### src/rtl/audio_pwm_mixer_pkg.sv
// Package slot for the audio PWM mixer slice; sizing is local to each module,
// so nothing is shared here yet.
package audio_pwm_mixer_pkg;
endpackage

### src/rtl/audio_pwm_mixer_pwm_gen.sv
// PWM generator: free-running period counter, duty compare, registered output
// and a start-of-period decode exported to the mixer scan logic.
module pwm_gen
  import audio_pwm_mixer_pkg::*;
#(
  parameter int SAMPLE_WIDTH = 8
) (
  input  logic                    clk,
  input  logic                    rst_n,
  input  logic [SAMPLE_WIDTH-1:0] duty,
  input  logic                    mute,
  output logic [SAMPLE_WIDTH-1:0] cnt,
  output logic                    pwm_out,
  output logic                    period_start
);

  // Output register makes the pulse trail cnt by one clock.
  always_ff @(posedge clk or negedge rst_n) begin
    if (!rst_n) begin
      cnt     <= '0;
      pwm_out <= 1'b0;
    end else begin
      cnt     <= cnt + 1'b1;
      pwm_out <= !mute && (cnt < duty);
    end
  end

  assign period_start = (cnt == '0);

endmodule

### src/rtl/audio_pwm_mixer.sv
// Sequential channel mixer with master attenuation and saturation, feeding a
// PWM generator whose duty is refreshed once per period.
module audio_pwm_mixer
  import audio_pwm_mixer_pkg::*;
#(
  parameter int NUM_CHANNELS = 4,
  parameter int SAMPLE_WIDTH = 8
) (
  input  logic                                 clk,
  input  logic                                 rst_n,
  input  logic [NUM_CHANNELS*SAMPLE_WIDTH-1:0] ch_in,
  input  logic [NUM_CHANNELS-1:0]              ch_en,
  input  logic [2:0]                           volume,
  input  logic                                 mute,
  output logic                                 pwm_out,
  output logic [SAMPLE_WIDTH-1:0]              level,
  output logic                                 period_start
);

  localparam int PERIOD = 2 ** SAMPLE_WIDTH;
  localparam int ACC_W  = SAMPLE_WIDTH + $clog2(NUM_CHANNELS)
                        + (((NUM_CHANNELS & (NUM_CHANNELS - 1)) == 0) ? 1 : 0);

  logic [SAMPLE_WIDTH-1:0] cnt;
  logic [SAMPLE_WIDTH-1:0] duty;
  logic [SAMPLE_WIDTH-1:0] sample;
  logic                    scan_vld;
  logic [ACC_W-1:0]        acc;
  logic [ACC_W-1:0]        sample_ext;
  logic [ACC_W-1:0]        mix;

  function automatic logic [SAMPLE_WIDTH-1:0] saturate(input logic [ACC_W-1:0] v);
    if (|v[ACC_W-1:SAMPLE_WIDTH])
      return '1;
    return v[SAMPLE_WIDTH-1:0];
  endfunction

  // Channel k is visited only when cnt == k; a masked channel reads as zero.
  always_comb begin
    sample   = '0;
    scan_vld = 1'b0;
    for (int i = 0; i < NUM_CHANNELS; i++) begin
      if (int'(cnt) == i) begin
        scan_vld = 1'b1;
        if (ch_en[i])
          sample = ch_in[i*SAMPLE_WIDTH +: SAMPLE_WIDTH];
      end
    end
  end

  assign sample_ext = {{(ACC_W-SAMPLE_WIDTH){1'b0}}, sample};
  assign mix        = acc >> volume;

  // Scan stage: cnt == 0 reloads acc, clearing the previous period's sum.
  always_ff @(posedge clk or negedge rst_n) begin
    if (!rst_n) begin
      acc <= '0;
    end else if (scan_vld) begin
      if (cnt == '0)
        acc <= sample_ext;
      else
        acc <= acc + sample_ext;
    end
  end

  // Latch stage: duty only changes on the last count so a period never mixes levels.
  always_ff @(posedge clk or negedge rst_n) begin
    if (!rst_n)
      duty <= '0;
    else if (int'(cnt) == PERIOD - 1)
      duty <= saturate(mix);
  end

  assign level = duty;

  pwm_gen #(
    .SAMPLE_WIDTH (SAMPLE_WIDTH)
  ) u_pwm_gen (
    .clk          (clk),
    .rst_n        (rst_n),
    .duty         (duty),
    .mute         (mute),
    .cnt          (cnt),
    .pwm_out      (pwm_out),
    .period_start (period_start)
  );

endmodule

### config.mk
export PLATFORM = sky130hd
export DESIGN_NAME = audio_pwm_mixer
export DESIGN_NICKNAME = d
export VERILOG_FILES = /design/src/rtl/audio_pwm_mixer_pkg.sv /design/src/rtl/audio_pwm_mixer_pwm_gen.sv /design/src/rtl/audio_pwm_mixer.sv
export SDC_FILE = /design/constraint.sdc
export NUM_CORES = 1
export LEC_CHECK = 0
export ABC_CLOCK_PERIOD_IN_PS = 3100
export CORE_ASPECT_RATIO = 0.7
export CORE_MARGIN = 3
export CORE_UTILIZATION = 48
export CTS_BUF_LIST = sky130_fd_sc_hd__clkbuf_8
export DETAILED_ROUTE_END_ITERATION = 8
export HOLD_SLACK_MARGIN = 0.02
export PLACE_DENSITY = 0.9
export SLEW_MARGIN = 10
export SYNTH_ARGS = -nofsm -noshare
export SYNTH_HDL_FRONTEND = slang
export SYNTH_SLANG_ARGS = --single-unit
export TNS_END_PERCENT = 100
### constraint.sdc
create_clock -name clk -period 3.1 [get_ports clk]
set_input_delay 0.62 -clock clk [delete_from_list [all_inputs] [get_ports clk]]
set_output_delay 0.62 -clock clk [all_outputs]
set_load 0.005 [all_outputs]
Yosys cells after proc, flatten, opt, wreduce, memory -nomap -nowiden
Cells that the tools add are included.
{"block": "op_classes", "addsub": 2, "order_cmp": 1, "n_eq_ne": 4, "shifts": 1, "mux": 17, "reduce_logical": 5}
{"operator": "$mux 8", "count": 10}
{"operator": "$eq 8x3->1 const B", "count": 2}
{"operator": "$logic_not 8->1", "count": 2}
{"operator": "$add 11x8->11", "count": 1}
{"operator": "$mux 11", "count": 1}
{"operator": "$shr 11x3->11", "count": 1}
{"operator": "$add 8x1->8 const B", "count": 1}
{"operator": "$eq 8x1->1 const B", "count": 1}
{"operator": "$eq 8x2->1 const B", "count": 1}
{"operator": "$lt 8x8->1", "count": 1}
{"operator": "$mux 1", "count": 6}
{"operator": "$reduce_or 3->1", "count": 1}
{"operator": "$logic_and 1x1->1", "count": 1}
{"operator": "$logic_not 1->1", "count": 1}
{"block": "totals", "regBits": 28, "inputBits": 42, "wordCells": 34}

Depth between registers and ports, before layout
Gate-level depths: netlist of run 1.
{"block": "logic_depth", "ltp_word": 10, "depth_mapped": 15, "mapped_depth_nobuf": 14}

By module
From an unflattened synthesis of run 1, not the netlist that was laid out.
{"block": "unflattened", "cells_unflattened": 281, "area_unflattened_um2": 2364.8}
{"mod": "audio_pwm_mixer", "instances": 1, "cells_each": 226, "area_per_inst_um2": 1811.7, "seq_area_each_um2": 475.5}
{"mod": "pwm_gen", "instances": 1, "cells_each": 55, "area_per_inst_um2": 553.0, "seq_area_each_um2": 225.2}

Worst setup path before layout of run 1
Ideal clock, no wire load.
{"block": "synth_timing", "path_type": "register -> register", "startpoint": "register u_pwm_gen.cnt[0]", "endpoint": "register acc[10]", "arrival_ns": 2.842, "required_time_ns": 2.974, "setup_slack_ns": 0.132, "path_stages_with_launch": 16, "n_path_buf": 1, "cell_sequence": "dfrtp_1 -> inv_1 -> ha_1 -> and2_1 -> clkbuf_1 -> nand3_1 -> a311oi_1 -> a21oi_1 -> nor2_1 -> ha_1 -> fa_1 -> a21o_1 -> a211o_1 -> a21boi_0 -> or3_1 -> a21oi_1"}
{"block": "synth_via", "elab_chain_len": 10}
{"element": "from (decl)", "line_no": "audio_pwm_mixer_pwm_gen.sv:12", "source": "output logic [SAMPLE_WIDTH-1:0] cnt,"}
{"element": "from (signal assigned)", "line_no": "audio_pwm_mixer_pwm_gen.sv:23", "source": "cnt <= cnt + 1'b1;"}
{"element": "$logic_not 8->1", "line_no": "audio_pwm_mixer.sv:43", "source": "if (int'(cnt) == i) begin"}
{"element": "$mux 8", "line_no": "audio_pwm_mixer.sv:43"}
{"element": "$mux 8", "line_no": "audio_pwm_mixer.sv:45", "source": "if (ch_en[i])"}
{"element": "$mux 8", "line_no": "audio_pwm_mixer.sv:43"}
{"element": "$mux 8", "line_no": "audio_pwm_mixer.sv:45"}
{"element": "$mux 8", "line_no": "audio_pwm_mixer.sv:43"}
{"element": "$mux 8", "line_no": "audio_pwm_mixer.sv:45"}
{"element": "$mux 8", "line_no": "audio_pwm_mixer.sv:43"}
{"element": "$add 11x8->11", "line_no": "audio_pwm_mixer.sv:62", "source": "acc <= acc + sample_ext;"}
{"element": "$mux 11", "line_no": "audio_pwm_mixer.sv:59", "source": "if (cnt == '0)"}
{"element": "to (signal assigned)", "line_no": "audio_pwm_mixer.sv:60", "source": "acc <= sample_ext;"}
{"element": "to (signal assigned)", "line_no": "audio_pwm_mixer.sv:62"}
{"element": "to (decl)", "line_no": "audio_pwm_mixer.sv:28", "source": "logic [ACC_W-1:0] acc;"}
Parallel ways exist; a longest one is shown, timed or not.
A chain may end at the register's enable or synchronous reset.

Worst setup path after layout of run 1
{"block": "layout_timing", "startpoint": "input port ch_en[2]", "endpoint": "register acc[10]"}
{"block": "layout_via", "elab_chain_len": 6}
{"element": "from (decl)", "line_no": "audio_pwm_mixer.sv:12", "source": "input logic [NUM_CHANNELS-1:0] ch_en,"}
{"element": "$mux 8 *", "line_no": "audio_pwm_mixer.sv:45"}
{"element": "$mux 8 *", "line_no": "audio_pwm_mixer.sv:43"}
{"element": "$mux 8", "line_no": "audio_pwm_mixer.sv:45"}
{"element": "$mux 8 *", "line_no": "audio_pwm_mixer.sv:43"}
{"element": "$add 11x8->11 *", "line_no": "audio_pwm_mixer.sv:62"}
{"element": "$mux 11 *", "line_no": "audio_pwm_mixer.sv:59"}
Every way passes the cells marked *; elsewhere a longest branch is shown, timed or not.

==> results.tsv, run 1 <==
stage	metric	value	unit
run_status	status	finished, final reports clean	
routing	first_pass_iters	4	
timing	slew_violations	0	
yosys	synth_top_cell_area_share	29.7	%
placement	post-place-cells	403	
finish	diodes	0	
worst_setup_path	start_kind	input pin	
die	pin_count	52	
grt	gr-usage-all-layers	22.8	%
yosys	synth_xor_area_share	3.71	%
yosys	netlist_instances	261	
routing	drc	0	
die	core_area	4530	sq um
clock_network	clk_path_buf_depth	2	
timing	finalClockSkew	2.36	ps
worst_setup_path	r2r_end	acc[10]	
yosys	synthesis.area	2360	sq um
finish	drive_gt1_share	23.3	%
yosys	syn_avg_cell_area	9.05	sq um
job	drv_cap	0	
worst_setup_path	crit_path_end	acc[10]	
clock_network	clk_pin_slew	90	ps
yosys	synth_fa_ha_area_share	11.4	%
yosys	synth_top_family_by_area	compound AO/OA/AOI/OAI gates	
timing	max_slew_margin	69.3	%
worst_setup_path	path_buf_inv	1	
yosys	synth-main-ff-cell	dfrtp_1	
routing	wirelength	6590	microns
routing	dr.first_iter.drc_count	133	
hold_path	hp-class	reg -> reg	
worst_setup_path	critical_path_class	in -> reg	
finish	final_area	3370	sq um
yosys	synth_edf_count	0	
timing	final-hold-violation-count	0	
placement	hpwlAfterDp	5150	microns
finish	stdcell_count	410	
grt	grt_pass1_vias	2294	
yosys	netlist_top_cells_area	dfrtp_1 30%, ha_1 11%, mux4_2 4.8%, o21ai_0 3.8%, nor2_1 3.7%	
hold_path	hold_depth	1	
pwr	cellLeakagePower	1.49	nW
finish	fillers	326	
yosys	synth_sequential_area_ratio	29.7	%
routing	ant_nets	0	
clock_network	cts_tree	built	
pwr	vdd_ir_drop_max	0.000280	V
worst_setup_path	max_stage_delay	510	ps
finish	nets	408	
yosys	ys_types	49	
yosys	synth_compound_area_share	23.3	%
timing	rsz0062_at_grt	true	
routing	viasPerCell	5.79	
yosys	synth-warning-count	0	
die	die_x	89.9	microns
worst_setup_path	crit_family	compound AO/OA/AOI/OAI gates	
placement	placed_area	3180	sq um
worst_setup_path	cp_max_fo	4	
yosys	ys_ff_latch	28	
routing	num_vias	2373	
timing	period_needed	2980	ps
clock_network	htree_levels	1	
die	dieHeight	64.7	microns
die	rows	20	
placement	gp_congestion	0.932	
hold_path	hold_start	u_pwm_gen.cnt[0]	
placement	portBuffers	51	
timing	worst_pin_slew	459	ps
clock_network	clock_sinks	28	
clock_network	cts_hold_buf	0	
worst_setup_path	crit_path_top_delay_cell	clkdlybuf4s50_1	
grt	grt_max_degree	29	
pwr	p_per_area	402	nW/um^2
yosys	synth_area_leader_cell	dfrtp_1	
worst_setup_path	r2r_slack	200	ps
grt	grt_overflow	0	
die	start_util	52.2	%
yosys	synthArstFlopShare	100	%
finish	area_growth	42.5	%
worst_setup_path	end_kind	register	
worst_setup_path	cp_cell_sequence	clkdlybuf4s50_1 -> nand2_2 -> nor2_1 -> a311oi_1 -> a21oi_1 -> nor2_1 -> ha_2 -> fa_2 -> a21o_1 -> a211o_1 -> a21boi_2 -> o21ai_0 -> a21oi_1	
finish	fin_util	74.3	%
timing	finalSetupViolCount	0	
worst_setup_path	arrival	3190	ps
worst_setup_path	rr_worst_depth	14	
clock_network	clock_latency	270	ps
worst_setup_path	worstReg2RegStart	u_pwm_gen.cnt[0]	
yosys	synth_mux_area_share	9.27	%
worst_setup_path	critPathLaunch	ch_en[2]	
die	die_area	5810	sq um
yosys	synthSimpleGateAreaFrac	18.2	%
grt	grt_pass1_wl	11000	microns
clock_network	cts_root_buf	clkbuf_8	
timing	fin_crit_sh	96.2	%
timing	fmax	0.335	GHz
worst_setup_path	critPathRequiredTime	3310	ps
routing	routedWlPerCell	16.1	microns
yosys	synth_nets	324	
clock_network	numCtsBuffers	3	
worst_setup_path	path_depth	13	
grt	antenna_found_initial	0	
-- worst min-delay path by stage --
stage	to	slack (ps)
global route	u_pwm_gen.cnt[7]	570
detailed placement	u_pwm_gen.cnt[7]	540
global placement	u_pwm_gen.cnt[7]	530
finish	u_pwm_gen.cnt[0]	550
floorplan	acc[0]	320
CTS	u_pwm_gen.cnt[7]	560
-- synth_stat cells (2+ instances only) --
| cell | count |
|---|---|
| buf_4 | 2 |
| ha_1 | 20 |
| nand3b_1 | 2 |
| and2_1 | 3 |
| clkbuf_1 | 5 |
| a21oi_1 | 15 |
| and3_1 | 8 |
| inv_1 | 13 |
| nand4_1 | 3 |
| a311oi_1 | 6 |
| o21a_1 | 2 |
| nor2_1 | 23 |
| o211ai_1 | 3 |
| o21ai_0 | 18 |
| nor3_1 | 5 |
| or3_1 | 3 |
| a221o_1 | 3 |
| o311ai_0 | 5 |
| o221ai_1 | 4 |
| nand3_1 | 13 |
| nand2_1 | 12 |
| dfrtp_1 | 28 |
| a211oi_1 | 5 |
| a21o_1 | 5 |
| xnor2_1 | 4 |
| buf_2 | 4 |
| nor2b_1 | 2 |
| nand2b_1 | 3 |
| a22oi_1 | 3 |
| xor2_1 | 6 |
| mux2_2 | 5 |
| a2bb2oi_1 | 2 |
| o22ai_1 | 2 |
| mux4_2 | 5 |
| mux2i_1 | 5 |
-- sequential cells by signal, indices dropped and copies added (netlist names) --
name / cells
acc: 11
level: 8
u_pwm_gen.cnt: 8
u_pwm_gen.pwm_out: 1
-- per-layer routing --
layer  up-vias  share of wire, %  GRT usage, %
li1       1163                 -             -
met1      1122                47          32.1
met2        86                47          37.8
met3         2               5.4          3.71
met4         0              0.18          3.82
met5         -                 0             0
-- final cells by class --
| cell class | count | area (sq um) | share of cell area (%) |
|---|---|---|---|
| multi-input combinational | 208 | 1650 | 49.0 |
| timing repair buffer | 91 | 813 | 24.2 |
| sequential | 28 | 701 | 20.8 |
| tap | 66 | 82.6 | 2.45 |
| inverter | 13 | 48.8 | 1.45 |
| clock buffer | 3 | 41.3 | 1.23 |
| clock inverter | 1 | 30.0 | 0.892 |
-- repair_timing --
| item | in CTS | in global routing |
|---|---|---|
| pin swaps | 0 | 13 |
| gates resized for setup | 2 | 29 |
| buffers inserted | 0 | 3 |
| setup endpoints to repair | 2 | 8 |
-- layout by cell type (no fill, tap or decap), drive strengths merged, types with 3 or more instances in the layout --
cell           instances
xor2                   6
a311oi                 6
a211oi                 5
and3                   8
mux2                   5
mux4                   5
a21oi                 15
dfrtp                 28
xnor2                  4
inv                   13
clkdlybuf4s50         50
o311ai                 5
o211ai                 3
ha                    20
nor3                   5
buf                   40
o21ai                 18
mux2i                  5
nand3                 13
or3                    3
nand2b                 3
o221ai                 4
nand4                  3
and2                   3
a21o                   5
a22oi                  3
a221o                  3
nor4                   3
nor2                  23
clkbuf                 3
nand2                 12
-- kinds of logic after synthesis --
group	count (synthesis)
buffers and inverters	25
xor gates and xnor gates	10
muxes	15
DFF	28
adders and majority gates	21
AOI/OAI and AO/OA	80
and+or+nand+nor	82
-- power by group --
| group | switching, W | internal, W |
|---|---|---|
| registers | 0.0000984 | 0.000420 |
| clock network | 0.000114 | 0.000173 |
| logic | 0.000229 | 0.000319 |
| total | 0.000441 | 0.000911 |
-- per-stage QoR --
step | hold slack, ps | worst slack, ps | total power [W] | setup TNS (ps)
2_1_floorplan | 324 | 132 | 0.000814 | 0
3_3_place_gp | 528 | -315 | 0.00100 | -1600
3_5_place_dp | 544 | -388 | 0.00103 | -2090
4_1_cts | 557 | 2.34 | 0.00132 | 0
5_1_grt | 572 | -49.2 | 0.00143 | -137
6_report | 547 | 119 | 0.00135 | 0
Note: power is estimated with default switching activity, not from simulation.
==> inputs of run 2 (changes only) <==
Settings changed: HOLD_SLACK_MARGIN 0.02 to not set, SLEW_MARGIN 10 to not set.
==> results of run 2 <==
Final layout, timing and power as in run 1 (identical DEF).
==> inputs of run 3 (changes only) <==
Settings changed: CTS_CLUSTER_DIAMETER set to 50, TNS_END_PERCENT 100 to 50.
==> results.tsv, run 3 (synthesis gave the netlist of run 1 again) <==
stage	metric	value	unit
worst_setup_path	max_stage_delay	510	ps
clock_network	numCtsBuffers	3	
timing	setup_tns	0	ps
clock_network	clock_sinks	28	
die	die_area	5810	sq um
placement	post-place-cells	403	
hold_path	hp-class	reg -> reg	
routing	ant_nets	0	
die	pin_count	52	
finish	largest_register_ffs	11	
job	drv_cap	0	
worst_setup_path	crit_path_top_delay_cell	clkdlybuf4s50_1	
grt	grt_pass1_vias	2294	
clock_network	clk_path_buf_depth	2	
placement	gp_congestion	0.932	
finish	nets	408	
finish	layout_common_cells	50 x clkdlybuf4s50_1, 40 x buf_4, 28 x dfrtp_1, 22 x nor2_1, 15 x ha_1	
die	core_area	4530	sq um
pwr	p_total	0.00135	W
timing	period_needed	2980	ps
timing	final-hold-violation-count	0	
die	rows	20	
worst_setup_path	cp_cell_sequence	clkdlybuf4s50_1 -> nand2_2 -> nor2_1 -> a311oi_1 -> a21oi_1 -> nor2_1 -> ha_2 -> fa_2 -> a21o_1 -> a211o_1 -> a21boi_2 -> o21ai_0 -> a21oi_1	
finish	diodes	0	
clock_network	htree_levels	1	
worst_setup_path	critPathRequiredTime	3310	ps
die	start_util	52.2	%
run_status	status	finished, final reports clean	
clock_network	clk_pin_slew	100	ps
grt	gr-usage-all-layers	22.8	%
routing	wirelength	6590	microns
worst_setup_path	r2r_slack	200	ps
routing	routedWlPerCell	16.1	microns
finish	mostFrequentLayoutCell	clkdlybuf4s50_1	
finish	regMostFlops	acc	
routing	num_vias	2372	
finish	area_growth	42.5	%
clock_network	cts_tree	built	
die	dieHeight	64.7	microns
finish	stdcell_count	410	
timing	rsz0062_at_grt	true	
timing	slew_violations	0	
grt	antenna_found_initial	0	
grt	grt_max_degree	29	
worst_setup_path	critical_path_class	in -> reg	
pwr	cellLeakagePower	1.49	nW
clock_network	cts_root_buf	clkbuf_8	
timing	finalSetupViolCount	0	
routing	viasPerCell	5.79	
routing	dr.first_iter.drc_count	120	
placement	portBuffers	51	
timing	worst_pin_slew	459	ps
finish	drive_gt1_share	23.3	%
timing	fmax	0.336	GHz
worst_setup_path	end_kind	register	
pwr	vdd_ir_drop_max	0.000277	V
timing	fin_crit_sh	96.1	%
worst_setup_path	arrival	3180	ps
worst_setup_path	start_kind	input pin	
timing	max_slew_margin	69.3	%
finish	fillers	326	
worst_setup_path	cp_max_fo	4	
routing	first_pass_iters	4	
placement	hpwlAfterDp	5150	microns
grt	grt_pass1_wl	11000	microns
timing	finalClockSkew	2.36	ps
routing	drc	0	
clock_network	clock_latency	270	ps
pwr	p_per_area	402	nW/um^2
die	die_x	89.9	microns
grt	grt_overflow	0	
run 3: worst max-delay path: cells and delay by family:
| kind | cells | cell delay, ps |
|---|---|---|
| fa+ha+maj | 2 | 540 |
| simple gates | 3 | 290 |
| compound gates | 7 | 1220 |
| buf+inv | 1 | 510 |
run 3: area by class of cell:
cell class	count	area, sq um	area share, %
inverters	13	48.8	1.45
clock inverters	1	30.0	0.892
flip-flops and latches	28	701	20.8
multi-input cells	208	1650	49.0
well taps	66	82.6	2.45
clock buffers	3	41.3	1.23
repair buffers	91	813	24.2
run 3: worst paths after layout:
kind / end / cells after the start / start
max reg2reg: acc[9] / 13 / u_pwm_gen.cnt[0]
min reg2reg: u_pwm_gen.cnt[0] / 1 / u_pwm_gen.cnt[0]
max: acc[10] / 13 / ch_en[2]
max in group asynchronous: level[3] / 2 / rst_n
min in group asynchronous: u_pwm_gen.cnt[7] / 2 / rst_n
min: u_pwm_gen.cnt[0] / 1 / u_pwm_gen.cnt[0]
run 3: through the flow:
step | utilization, % | hold WS, ps | cell area (sq um) | setup slack (ps)
CTS | 71.8 | 557 | 3250 | 2.34
finish | 74.3 | 547 | 3370 | 122
global route | 74.3 | 572 | 3370 | -49.2
floorplan | - | 324 | 2360 | 132
global placement | 70.1 | 528 | 3180 | -315
detailed placement | 70.1 | 544 | 3180 | -388
run 3: timing repair:
item                       in CTS  in global routing
hold buffers                    0                  0
setup endpoints to repair       2                  8
setup buffers                   0                  3
resized for setup               2                 29
pin swaps                       0                 13
run 3: report_power, final:
part,switching (W),internal (W),total (W),leakage [nW]
combinational,0.000228,0.000318,0.000546,1.14
sequential,0.0000984,0.000420,0.000518,0.312
clock,0.000114,0.000173,0.000287,0.0357
run 3: routing by layer:
layer,vias up,share of wire [%],wire [microns],global-route usage (%)
met3,2,4.9,321,3.71
met4,0,0.18,12,3.82
met1,1128,48,3150,32.1
met5,-,0,0,0
met2,78,47,3110,37.8
li1,1164,-,-,-
